**src/rtl/temp_sensor_rx_pkg.sv**
```systemverilog
// Shared definitions for the Smart_Home temperature receive path.
package smart_home_pkg;

  localparam int unsigned TEMP_W = 5;

  localparam logic [TEMP_W-1:0] DEFAULT_TEMP = 5'd20;

  typedef enum logic [2:0] {
    IDLE,
    DATA,
    PARITY,
    STOP,
    WAIT_HIGH
  } rx_state_t;

endpackage

```
**src/rtl/temp_sensor_rx_avg.sv**
```systemverilog
// Power-of-two moving average over accepted temperature samples.
// Holds the ring buffer, running sum and registered average output.
module temp_avg
  import smart_home_pkg::*;
#(
  parameter int unsigned       AVG_LOG2   = 2,
  parameter logic [TEMP_W-1:0] RESET_TEMP = DEFAULT_TEMP
) (
  input  logic              clk,
  input  logic              rst,
  input  logic              in_valid,
  input  logic [TEMP_W-1:0] in_data,
  output logic [TEMP_W-1:0] avg,
  output logic              avg_valid
);

  localparam int unsigned DEPTH = 1 << AVG_LOG2;
  localparam int unsigned PTR_W = (AVG_LOG2 == 0) ? 1 : AVG_LOG2;
  localparam int unsigned SUM_W = TEMP_W + AVG_LOG2;
  localparam int unsigned EXT_W = SUM_W + 1;

  logic [TEMP_W-1:0] ring_q [DEPTH];
  logic [TEMP_W-1:0] ring_d [DEPTH];
  logic [PTR_W-1:0]  wp_q, wp_d;
  logic [SUM_W-1:0]  sum_q, sum_d;
  logic [TEMP_W-1:0] avg_q, avg_d;
  logic              avg_valid_q, avg_valid_d;
  logic [EXT_W-1:0]  sum_ext;
  logic [SUM_W-1:0]  sum_shifted;

  // Replace the oldest entry with the new sample and update sum/average together
  always_comb begin
    ring_d      = ring_q;
    wp_d        = wp_q;
    sum_d       = sum_q;
    avg_d       = avg_q;
    avg_valid_d = 1'b0;
    sum_ext     = EXT_W'(sum_q) - EXT_W'(ring_q[wp_q]) + EXT_W'(in_data);
    sum_shifted = sum_ext[SUM_W-1:0] >> AVG_LOG2;
    if (in_valid) begin
      ring_d[wp_q] = in_data;
      sum_d        = sum_ext[SUM_W-1:0];
      avg_d        = sum_shifted[TEMP_W-1:0];
      avg_valid_d  = 1'b1;
      if (wp_q == PTR_W'(DEPTH - 1)) begin
        wp_d = '0;
      end else begin
        wp_d = wp_q + PTR_W'(1);
      end
    end
  end

  // State registers; reset seeds every entry so the average starts at RESET_TEMP
  always_ff @(posedge clk) begin
    if (rst) begin
      for (int i = 0; i < int'(DEPTH); i++) begin
        ring_q[i] <= RESET_TEMP;
      end
      wp_q        <= '0;
      sum_q       <= SUM_W'(RESET_TEMP) << AVG_LOG2;
      avg_q       <= RESET_TEMP;
      avg_valid_q <= 1'b0;
    end else begin
      ring_q      <= ring_d;
      wp_q        <= wp_d;
      sum_q       <= sum_d;
      avg_q       <= avg_d;
      avg_valid_q <= avg_valid_d;
    end
  end

  assign avg       = avg_q;
  assign avg_valid = avg_valid_q;

endmodule

```
**src/rtl/temp_sensor_rx.sv**
```systemverilog
// Serial temperature frame receiver: start, 5 data bits LSB first, even
// parity, stop. Accepted samples feed the moving-average filter.
module temp_sensor_rx
  import smart_home_pkg::*;
#(
  parameter int unsigned       AVG_LOG2   = 2,
  parameter logic [TEMP_W-1:0] RESET_TEMP = DEFAULT_TEMP
) (
  input  logic              clk,
  input  logic              rst,
  input  logic              sdata,
  output logic [TEMP_W-1:0] temperature,
  output logic              temp_valid,
  output logic              parity_err,
  output logic              frame_err
);

  rx_state_t         state_q, state_d;
  logic [2:0]        bit_cnt_q, bit_cnt_d;
  logic [TEMP_W-1:0] shift_q, shift_d;
  logic              parity_bit_q, parity_bit_d;
  logic [TEMP_W-1:0] sample_q, sample_d;
  logic              sample_rdy_q, sample_rdy_d;
  logic              parity_err_q, parity_err_d;
  logic              frame_err_q, frame_err_d;

  // Frame FSM: parity is judged first, so a bad-parity frame never reports a stop error
  always_comb begin
    state_d      = state_q;
    bit_cnt_d    = bit_cnt_q;
    shift_d      = shift_q;
    parity_bit_d = parity_bit_q;
    sample_d     = sample_q;
    sample_rdy_d = 1'b0;
    parity_err_d = 1'b0;
    frame_err_d  = 1'b0;
    case (state_q)
      IDLE: begin
        if (!sdata) begin
          state_d   = DATA;
          bit_cnt_d = '0;
        end
      end
      DATA: begin
        shift_d   = {sdata, shift_q[TEMP_W-1:1]};
        bit_cnt_d = bit_cnt_q + 3'd1;
        if (bit_cnt_q == 3'd4) begin
          state_d = PARITY;
        end
      end
      PARITY: begin
        parity_bit_d = sdata;
        state_d      = STOP;
      end
      STOP: begin
        state_d = IDLE;
        if ((^shift_q) != parity_bit_q) begin
          parity_err_d = 1'b1;
        end else if (sdata) begin
          sample_rdy_d = 1'b1;
          sample_d     = shift_q;
        end else begin
          frame_err_d = 1'b1;
          state_d     = WAIT_HIGH;
        end
      end
      WAIT_HIGH: begin
        if (sdata) begin
          state_d = IDLE;
        end
      end
      default: begin
        state_d = IDLE;
      end
    endcase
  end

  // Receiver registers; reset drops any partial frame and any pending sample
  always_ff @(posedge clk) begin
    if (rst) begin
      state_q      <= IDLE;
      bit_cnt_q    <= '0;
      shift_q      <= '0;
      parity_bit_q <= 1'b0;
      sample_q     <= '0;
      sample_rdy_q <= 1'b0;
      parity_err_q <= 1'b0;
      frame_err_q  <= 1'b0;
    end else begin
      state_q      <= state_d;
      bit_cnt_q    <= bit_cnt_d;
      shift_q      <= shift_d;
      parity_bit_q <= parity_bit_d;
      sample_q     <= sample_d;
      sample_rdy_q <= sample_rdy_d;
      parity_err_q <= parity_err_d;
      frame_err_q  <= frame_err_d;
    end
  end

  temp_avg #(
    .AVG_LOG2  (AVG_LOG2),
    .RESET_TEMP(RESET_TEMP)
  ) u_avg (
    .clk      (clk),
    .rst      (rst),
    .in_valid (sample_rdy_q),
    .in_data  (sample_q),
    .avg      (temperature),
    .avg_valid(temp_valid)
  );

  assign parity_err = parity_err_q;
  assign frame_err  = frame_err_q;

endmodule
```
**config.mk**
```make
export PLATFORM = sky130hd
export DESIGN_NAME = temp_sensor_rx
export DESIGN_NICKNAME = d
export VERILOG_FILES = /design/src/rtl/temp_sensor_rx_pkg.sv /design/src/rtl/temp_sensor_rx_avg.sv /design/src/rtl/temp_sensor_rx.sv
export SDC_FILE = /design/constraint.sdc
export NUM_CORES = 1
export LEC_CHECK = 0
export CAP_MARGIN = 5
export CORE_ASPECT_RATIO = 1.75
export CORE_MARGIN = 10
export CORE_UTILIZATION = 45
export CTS_CLUSTER_DIAMETER = 30
export DETAILED_ROUTE_END_ITERATION = 16
export SETUP_SLACK_MARGIN = 0.1
export SLEW_MARGIN = 20
export SYNTH_ARGS = -nofsm -noshare
export SYNTH_HDL_FRONTEND = slang
export SYNTH_HIERARCHICAL = 1
export SYNTH_SLANG_ARGS = --single-unit
```
**constraint.sdc**
```tcl
create_clock -name clk -period 5.3 [get_ports clk]
set_input_delay 0.795 -clock clk [delete_from_list [all_inputs] [get_ports clk]]
set_output_delay 0.795 -clock clk [all_outputs]
set_load 0.1 [all_outputs]
```
==> impl_results.md <==
- Status: finished, final reports clean
- First-pass GRT wire length: 8.22 mm
- Post-synth design cell area: 0.00254 mm2
- Vias in the first global route: 1771
- Global Route Usage Sum: 0.108
- Reg power frac: 0.607
- Clock Latency Late Sink: 0.31 ns
- Highest Clock Rate: 309 MHz
- Most used cell, CP: fa_1
- Final min period: 3.24 ns
- Vias per cell: 5.12
- Clk sinks: 50
- Top Usage Layer GRT: met2
- Setup violators final: 0
- Max Cap Viol: 0
- Most common cell after layout, fill and taps aside: dfxtp_1
- Commonest cells after routing, fill and taps aside: dfxtp_1, nor2_1, inv_1
- Critical Path AT: 3.49 ns
- Area growth, synth to finish: 7.83%
- Clock power share: 0.352
- Top post-synthesis cells by area: dfxtp_1, ha_1, mux2i_1, nor2_1, mux4_2
- Post-CTS setup buffer count: 0
- Critical Setup Path Class: reg2reg
- Die Width: 76.8 um
- GR Layer Usage met3: 0.0226
- HP Start: u_avg/ring_q[6]$_SDFFE_PP0P_
- Fill cell count: 530
- CP max-delay cell: dfxtp_1
- DR DRC count: 0
- Crit-path cells: mux4_2, fa_1, inv_1, fa_1, a211oi_2, nor3_1, or4_1, nand3_1
- Seq/Total Area, Yosys: 0.394
- GRT overflow: 0
- PostCTS Resize Cnt: 0
- Clock tree buffer depth: 2
- Nets@finish: 299
- # port buffers: 10
- Die Footprint: 0.00917 mm2
- Total wire length: 4.84 mm
- Gate power share: 0.041
- Worst setup margin: 2.06 ns
- Switching part of the total: 0.232
- VDD IR max: 129 uV
- Largest net degree at the start of global routing: 31
- CTS tree: done
- CTS Root Cell: clkbuf_8
- Buf/Inv on CP: 1
- Hold_buf cts: 0
- Synth Instances: 276
- Hold Crit Depth: 2
- Reg area: 0.00100 mm2
- Met2 Resource Use GR: 0.217
- RSZ-0062 raised after global routing: false
- I/O pin total: 11
- Ant diodes: 0
- R2r startpoint: u_avg/wp_q[0]$_SDFFE_PP0P_
- Final RePlAce weighted congestion: 0.759
- Total CTS buffers: 5
- Period utilization: 0.611
- Pre-CTS WS: 2.07 ns
- Max Slew Vio Count: 0
- Synth Warn #: 6
- DR WL/cell: 13.6 um
- # rows: 36
- Starting DRT DRC Count: 101
- Total Power: 627 uW
- DP HPWL: 3.59 mm
- CP peak stage delay: 0.64 ns
- Slew headroom: 0.350
- Core box area: 0.00554 mm2
- Internal power: 481 uW
- Final hold violations: 0
- Power density cells: 229 mW/mm2
- Initial antenna violation count: 0
- Core Util, Final: 0.495
- Psw: 145 uW
- Syn avg cell area: 9.21 um2
- Setup Skew: 0.0129 ns
- M1 GR Usage: 0.101
- R2r setup slk: 2.06 ns
- Worst Path Required: 5.55 ns
- Post-synth top area cell: dfxtp_1
- Worst Tran Pin Value: 0.972 ns
- Flop and latch count out of synthesis: 50
- Antenna Nets Post-Route: 0
- Area share of the largest cell type after synthesis: 0.394
- LEAKAGE: 0.000975 uW
- Hold Path End: u_avg/ring_q[6]$_SDFFE_PP0P_
- Critical path's top delay family: adder cells
- Share of cells above drive strength 1: 0.0753
- Syn_nets: 297
- Distinct cells, synth: 40
- H-tree Lvls: 2
- Crit start category: register
- Die Span Y: 119 um
- Clk slew on worst S/H paths: 0.09 ns
- Class of the worst hold path: reg2reg
- Worst R2R End: u_avg/sum_q[6]$_SDFFE_PP1P_
- Starting density of the core: 0.459
- Via count: 1819
- Path depth of the worst reg2reg path: 8
- Crit end category: register
- Crit path max fanout: 10
- Area of the multi-input gates: 0.00135 mm2
- Drt first pass iters: 4
- Setup TNS: 0 ns
-- registers in the layout (all words and copies together) (netlist names) --
name and flops:
frame_err 1, u_avg/sum_q 7, sample_rdy_q 1, sample_q 5, bit_cnt_q 3, shift_q 5
u_avg/avg_valid 1, u_avg/ring_q 20, parity_err 1, state_q 3, parity_bit_q 1, u_avg/wp_q 2
-- layout make-up --
type / count / area share
Multi-Input combinational cell: 183 / 0.491
Tap cell: 76 / 0.0347
Clock buffer: 6 / 0.0265
Sequential cell: 50 / 0.365
Inverter: 25 / 0.0342
Clock inverter: 2 / 0.00502
Timing Repair Buffer: 13 / 0.0429
-- how the worst max path moves through the flow --
stage | startpoint | endpoint | slack [ns] | cells after the start
finish | u_avg/wp_q[0]$_SDFFE_PP0P_ | u_avg/sum_q[6]$_SDFFE_PP1P_ | 2.06 | 8
detailed placement | u_avg/wp_q[0]$_SDFFE_PP0P_ | u_avg/sum_q[6]$_SDFFE_PP1P_ | 2.07 | 8
CTS | u_avg/wp_q[0]$_SDFFE_PP0P_ | u_avg/sum_q[6]$_SDFFE_PP1P_ | 2.04 | 8
global route | u_avg/wp_q[0]$_SDFFE_PP0P_ | u_avg/sum_q[6]$_SDFFE_PP1P_ | 1.85 | 8
global placement | u_avg/wp_q[0]$_SDFFE_PP0P_ | u_avg/sum_q[6]$_SDFFE_PP1P_ | 2.11 | 8
floorplan | u_avg/wp_q[0]$_SDFFE_PP0P_ | u_avg/sum_q[6]$_SDFFE_PP1P_ | 2.30 | 9
-- tightest hold or removal path, stage by stage, from the launching register on --
cell and delay, ns:
dfxtp_1 0.32, nand2_1 0.05, a21oi_1 0.05
-- power by group through the flow --
stage / registers [uW] / logic [uW] / clock network (uW)
4_1_cts: 380 / 25.9 / 228
6_report: 380 / 25.5 / 221
3_5_place_dp: 389 / 25.8 / 0
3_3_place_gp: 389 / 25.7 / 0
5_1_grt: 381 / 28.5 / 244
2_1_floorplan: 388 / 18.5 / 0
-- per-stage QoR --
step | area [um2] | std cells | hold WS, ns
after global routing | 2740 | 355 | 0.486
after global placement | 2650 | 347 | 0.444
final | 2740 | 355 | 0.457
after floorplan | 2540 | 276 | 0.430
after detailed placement | 2650 | 347 | 0.447
after CTS | 2740 | 355 | 0.460
-- cells in the mapped netlist --
cell type	number
xnor2_1	4
or4_1	1
nand4b_1	1
clkbuf_1	6
buf_6	1
o211ai_1	2
a31oi_1	1
nor3_1	8
xnor3_2	1
dfxtp_1	50
a22oi_1	2
nor3b_1	1
xor2_1	4
fa_1	5
nand2_1	24
a211o_1	9
or3_1	1
a211oi_1	4
and2b_2	1
nor2b_1	2
o311ai_0	1
or2b_1	2
nor4_1	1
nand3_1	13
and3_2	1
a211oi_2	1
nor2_1	31
a21oi_1	16
o21bai_1	1
and3_4	1
mux4_2	5
buf_4	5
inv_1	25
o21ai_0	2
buf_1	1
nand2b_1	8
mux2i_1	15
buf_2	5
ha_1	13
or4b_1	1
-- layer usage --
| metal | vias to the layer above | share of wire |
|---|---|---|
| met4 | 0 | 0.013 |
| met2 | 20 | 0.58 |
| met5 | - | 0 |
| li1 | 930 | - |
| met1 | 862 | 0.38 |
| met3 | 7 | 0.024 |
-- cells by family (layout without fill, tap and decap cells) --
| family | count (synthesis) | in the layout | synth area share |
|---|---|---|---|
| fa+ha+maj | 18 | 18 | 0.103 |
| mux | 20 | 20 | 0.103 |
| flops | 50 | 50 | 0.394 |
| simple gates | 97 | 97 | 0.182 |
| xor+xnor | 9 | 9 | 0.0369 |
| buf+inv | 43 | 46 | 0.0763 |
| compound gates | 39 | 39 | 0.104 |
Power figures use the tool's default switching activity.
==> RTL change, RTL diff (config.mk and constraints unchanged) <==
Take the reset off `shift_q` and `sample_q` and load them in a clocked block of their own.
--- a/src/rtl/temp_sensor_rx.sv
+++ b/src/rtl/temp_sensor_rx.sv
@@ -80,22 +80,23 @@
     if (rst) begin
       state_q      <= IDLE;
       bit_cnt_q    <= '0;
-      shift_q      <= '0;
       parity_bit_q <= 1'b0;
-      sample_q     <= '0;
       sample_rdy_q <= 1'b0;
       parity_err_q <= 1'b0;
       frame_err_q  <= 1'b0;
     end else begin
       state_q      <= state_d;
       bit_cnt_q    <= bit_cnt_d;
-      shift_q      <= shift_d;
       parity_bit_q <= parity_bit_d;
-      sample_q     <= sample_d;
       sample_rdy_q <= sample_rdy_d;
       parity_err_q <= parity_err_d;
       frame_err_q  <= frame_err_d;
     end
+  end
+
+  always_ff @(posedge clk) begin
+    shift_q  <= shift_d;
+    sample_q <= sample_d;
   end
 
   temp_avg #(
Check against the original RTL: no difference found for any inputs over 10 cycles, from zero or initial values and one cycle with rst high; that may be too few to reach the edited logic, so the function may still have changed.
==> RTL change against the original RTL <==
- worst setup slack better by 51 ps
- synthesized area is 1.3% lower
- largest power group unchanged
- highest routed layer unchanged
- total power up 11%
- wire length fell by 4.2%
- sequential cell count unchanged
- first-iteration DRC count is 45% lower
- final area is essentially flat
- maximum frequency grew 1.6%
==> RTL change: results (changes against the original RTL) <==
Lkg Pwr -> 0.9759 nW (about the same)
PostCTS Resize Cnt -> 0 (unchanged)
Crit path to -> u_avg/sum_q[6]
Fillers -> 550 (+3.8%)
Yosys warns -> 6 (unchanged)
Clock Skews -> 11.02 ps (-1.877 ps)
Half-perimeter wire length after detailed placement -> 3.395 mm (-5.4%)
Hold path depth -> 2 (unchanged)
Via Count -> 1739 (-4.4%)
Reg clk slew, reported paths -> 100 ps
Initial drt markers -> 56 (-45%)
Dpl ws -> 2116 ps (+43.72 ps)
Top reg by flops -> u_avg/ring_q
Number of antenna diodes -> 0 (unchanged)
Max VDD drop -> 161.8 uV (+25%)
Setup Buffers After CTS -> 0 (unchanged)
Clk_lat worst skew -> 300 ps
Post-synth EDFFs -> 10 (+10)
Placer congestion estimate -> 0.8176 (+7.7%)
Biggest regs -> u_avg/ring_q x20, u_avg/sum_q x7
First-pass GRT wire length -> 8.169 mm (-0.58%)
Worst EP arrival -> 3440 ps (-50 ps)
# H-tree levels -> 2 (unchanged)
Largest net degree at the start of global routing -> 43 (+39%)
Top area cells in the synthesized netlist -> dfxtp_1 (32%), edfxtp_1 (12%), ha_1 (6.5%)
Gr usage total -> 10.89% (+0.13 points)
Seq/Total Area, Yosys -> 43.89% (+4.5 points)
Buffer depth of the longest clock path -> 2 (unchanged)
WHS Endpoint -> u_avg/ring_q[8]
Wire per inst -> 13.93 um (+2.1%)
Hold Crit Class -> reg2reg
Layout cell share with drive strength beyond 1 -> 6.950% (-0.58 points)
Crit path max fanout -> 10 (unchanged)
Synth top cells by count -> dfxtp_1 (40), inv_1 (26), nor2_1 (25)
Vias in the first global route -> 1763 (-0.45%)
Critical path launch point -> u_avg/wp_q[0]
Top-count cell post-synth -> dfxtp_1
Worst hold start -> u_avg/ring_q[8]
Reg2reg path depth -> 8 (unchanged)
I/O Buffers -> 10 (unchanged)
Slew HR -> 33.32% (-1.7 points)
Fin nets -> 279 (-6.7%)
Outcome -> finished clean
Fmax -> 313.9 MHz (+1.6%)
Distinct cell type count after synthesis -> 39 (-2.5%)
Detailed Routing Iterations Pass 1 -> 4 (unchanged)
Num CTS Buffers -> 5 (unchanged)
Tmin final -> 3186 ps (-51.30 ps)
-- RTL change: kinds of logic after synthesis --
kind of cell,share of synthesized area [%]
XOR/XNOR,4.738
adder cells (fa/ha/maj),10.47
multiplexers,6.883
flip-flops,43.89
buffers and inverters,7.232
AO/OA/AOI/OAI,11.72
AND/OR/NAND/NOR,15.06
-- RTL change: area by class of cell --
cell class | instances | area (sq um) | share of cell area (%)
inverter | 26 | 97.59 | 3.565
sequential | 50 | 1101 | 40.22
tap | 74 | 92.59 | 3.382
multi-input combinational | 163 | 1226 | 44.79
clock buffer | 7 | 97.59 | 3.565
timing repair buffer | 12 | 115.1 | 4.205
clock inverter | 1 | 7.507 | 0.2742
-- RTL change: power breakdown --
group | leakage (nW) | switching [W] | total (W) | internal [W]
combinational | 0.512 | 0.0000215 | 0.0000436 | 0.0000222
clock | 0.0496 | 0.000127 | 0.000249 | 0.000122
sequential | 0.415 | 0.00000779 | 0.000403 | 0.000395
-- RTL change: metrics by stage --
step	power (W)	utilization, %	hold slack (ps)	instance area (sq um)	instances
CTS	0.0007049	51.24	459.4	2738	333
detailed placement	0.0004559	49.27	446.9	2633	325
floorplan	0.0004450	-	429.8	2509	255
finish	0.0006952	51.24	461.4	2738	333
global route	0.0007248	51.24	492.6	2738	333
global placement	0.0004554	49.27	441.9	2633	325
-- RTL change: metal layers --
metal	GRT usage, %	vias up	share of wire, %
li1	-	880	-
met2	20.48	19	56
met3	2.276	6	2.7
met4	4.439	0	1.6
met5	0	-	0
met1	11.26	834	40
-- RTL change: critical path: stages (launching register included) --
cell	delay (ps)
dfxtp_1	620
mux4_2	570
fa_1	490
inv_1	70
fa_1	480
a211oi_2	240
nor3_1	100
or4_1	500
nand3_1	90
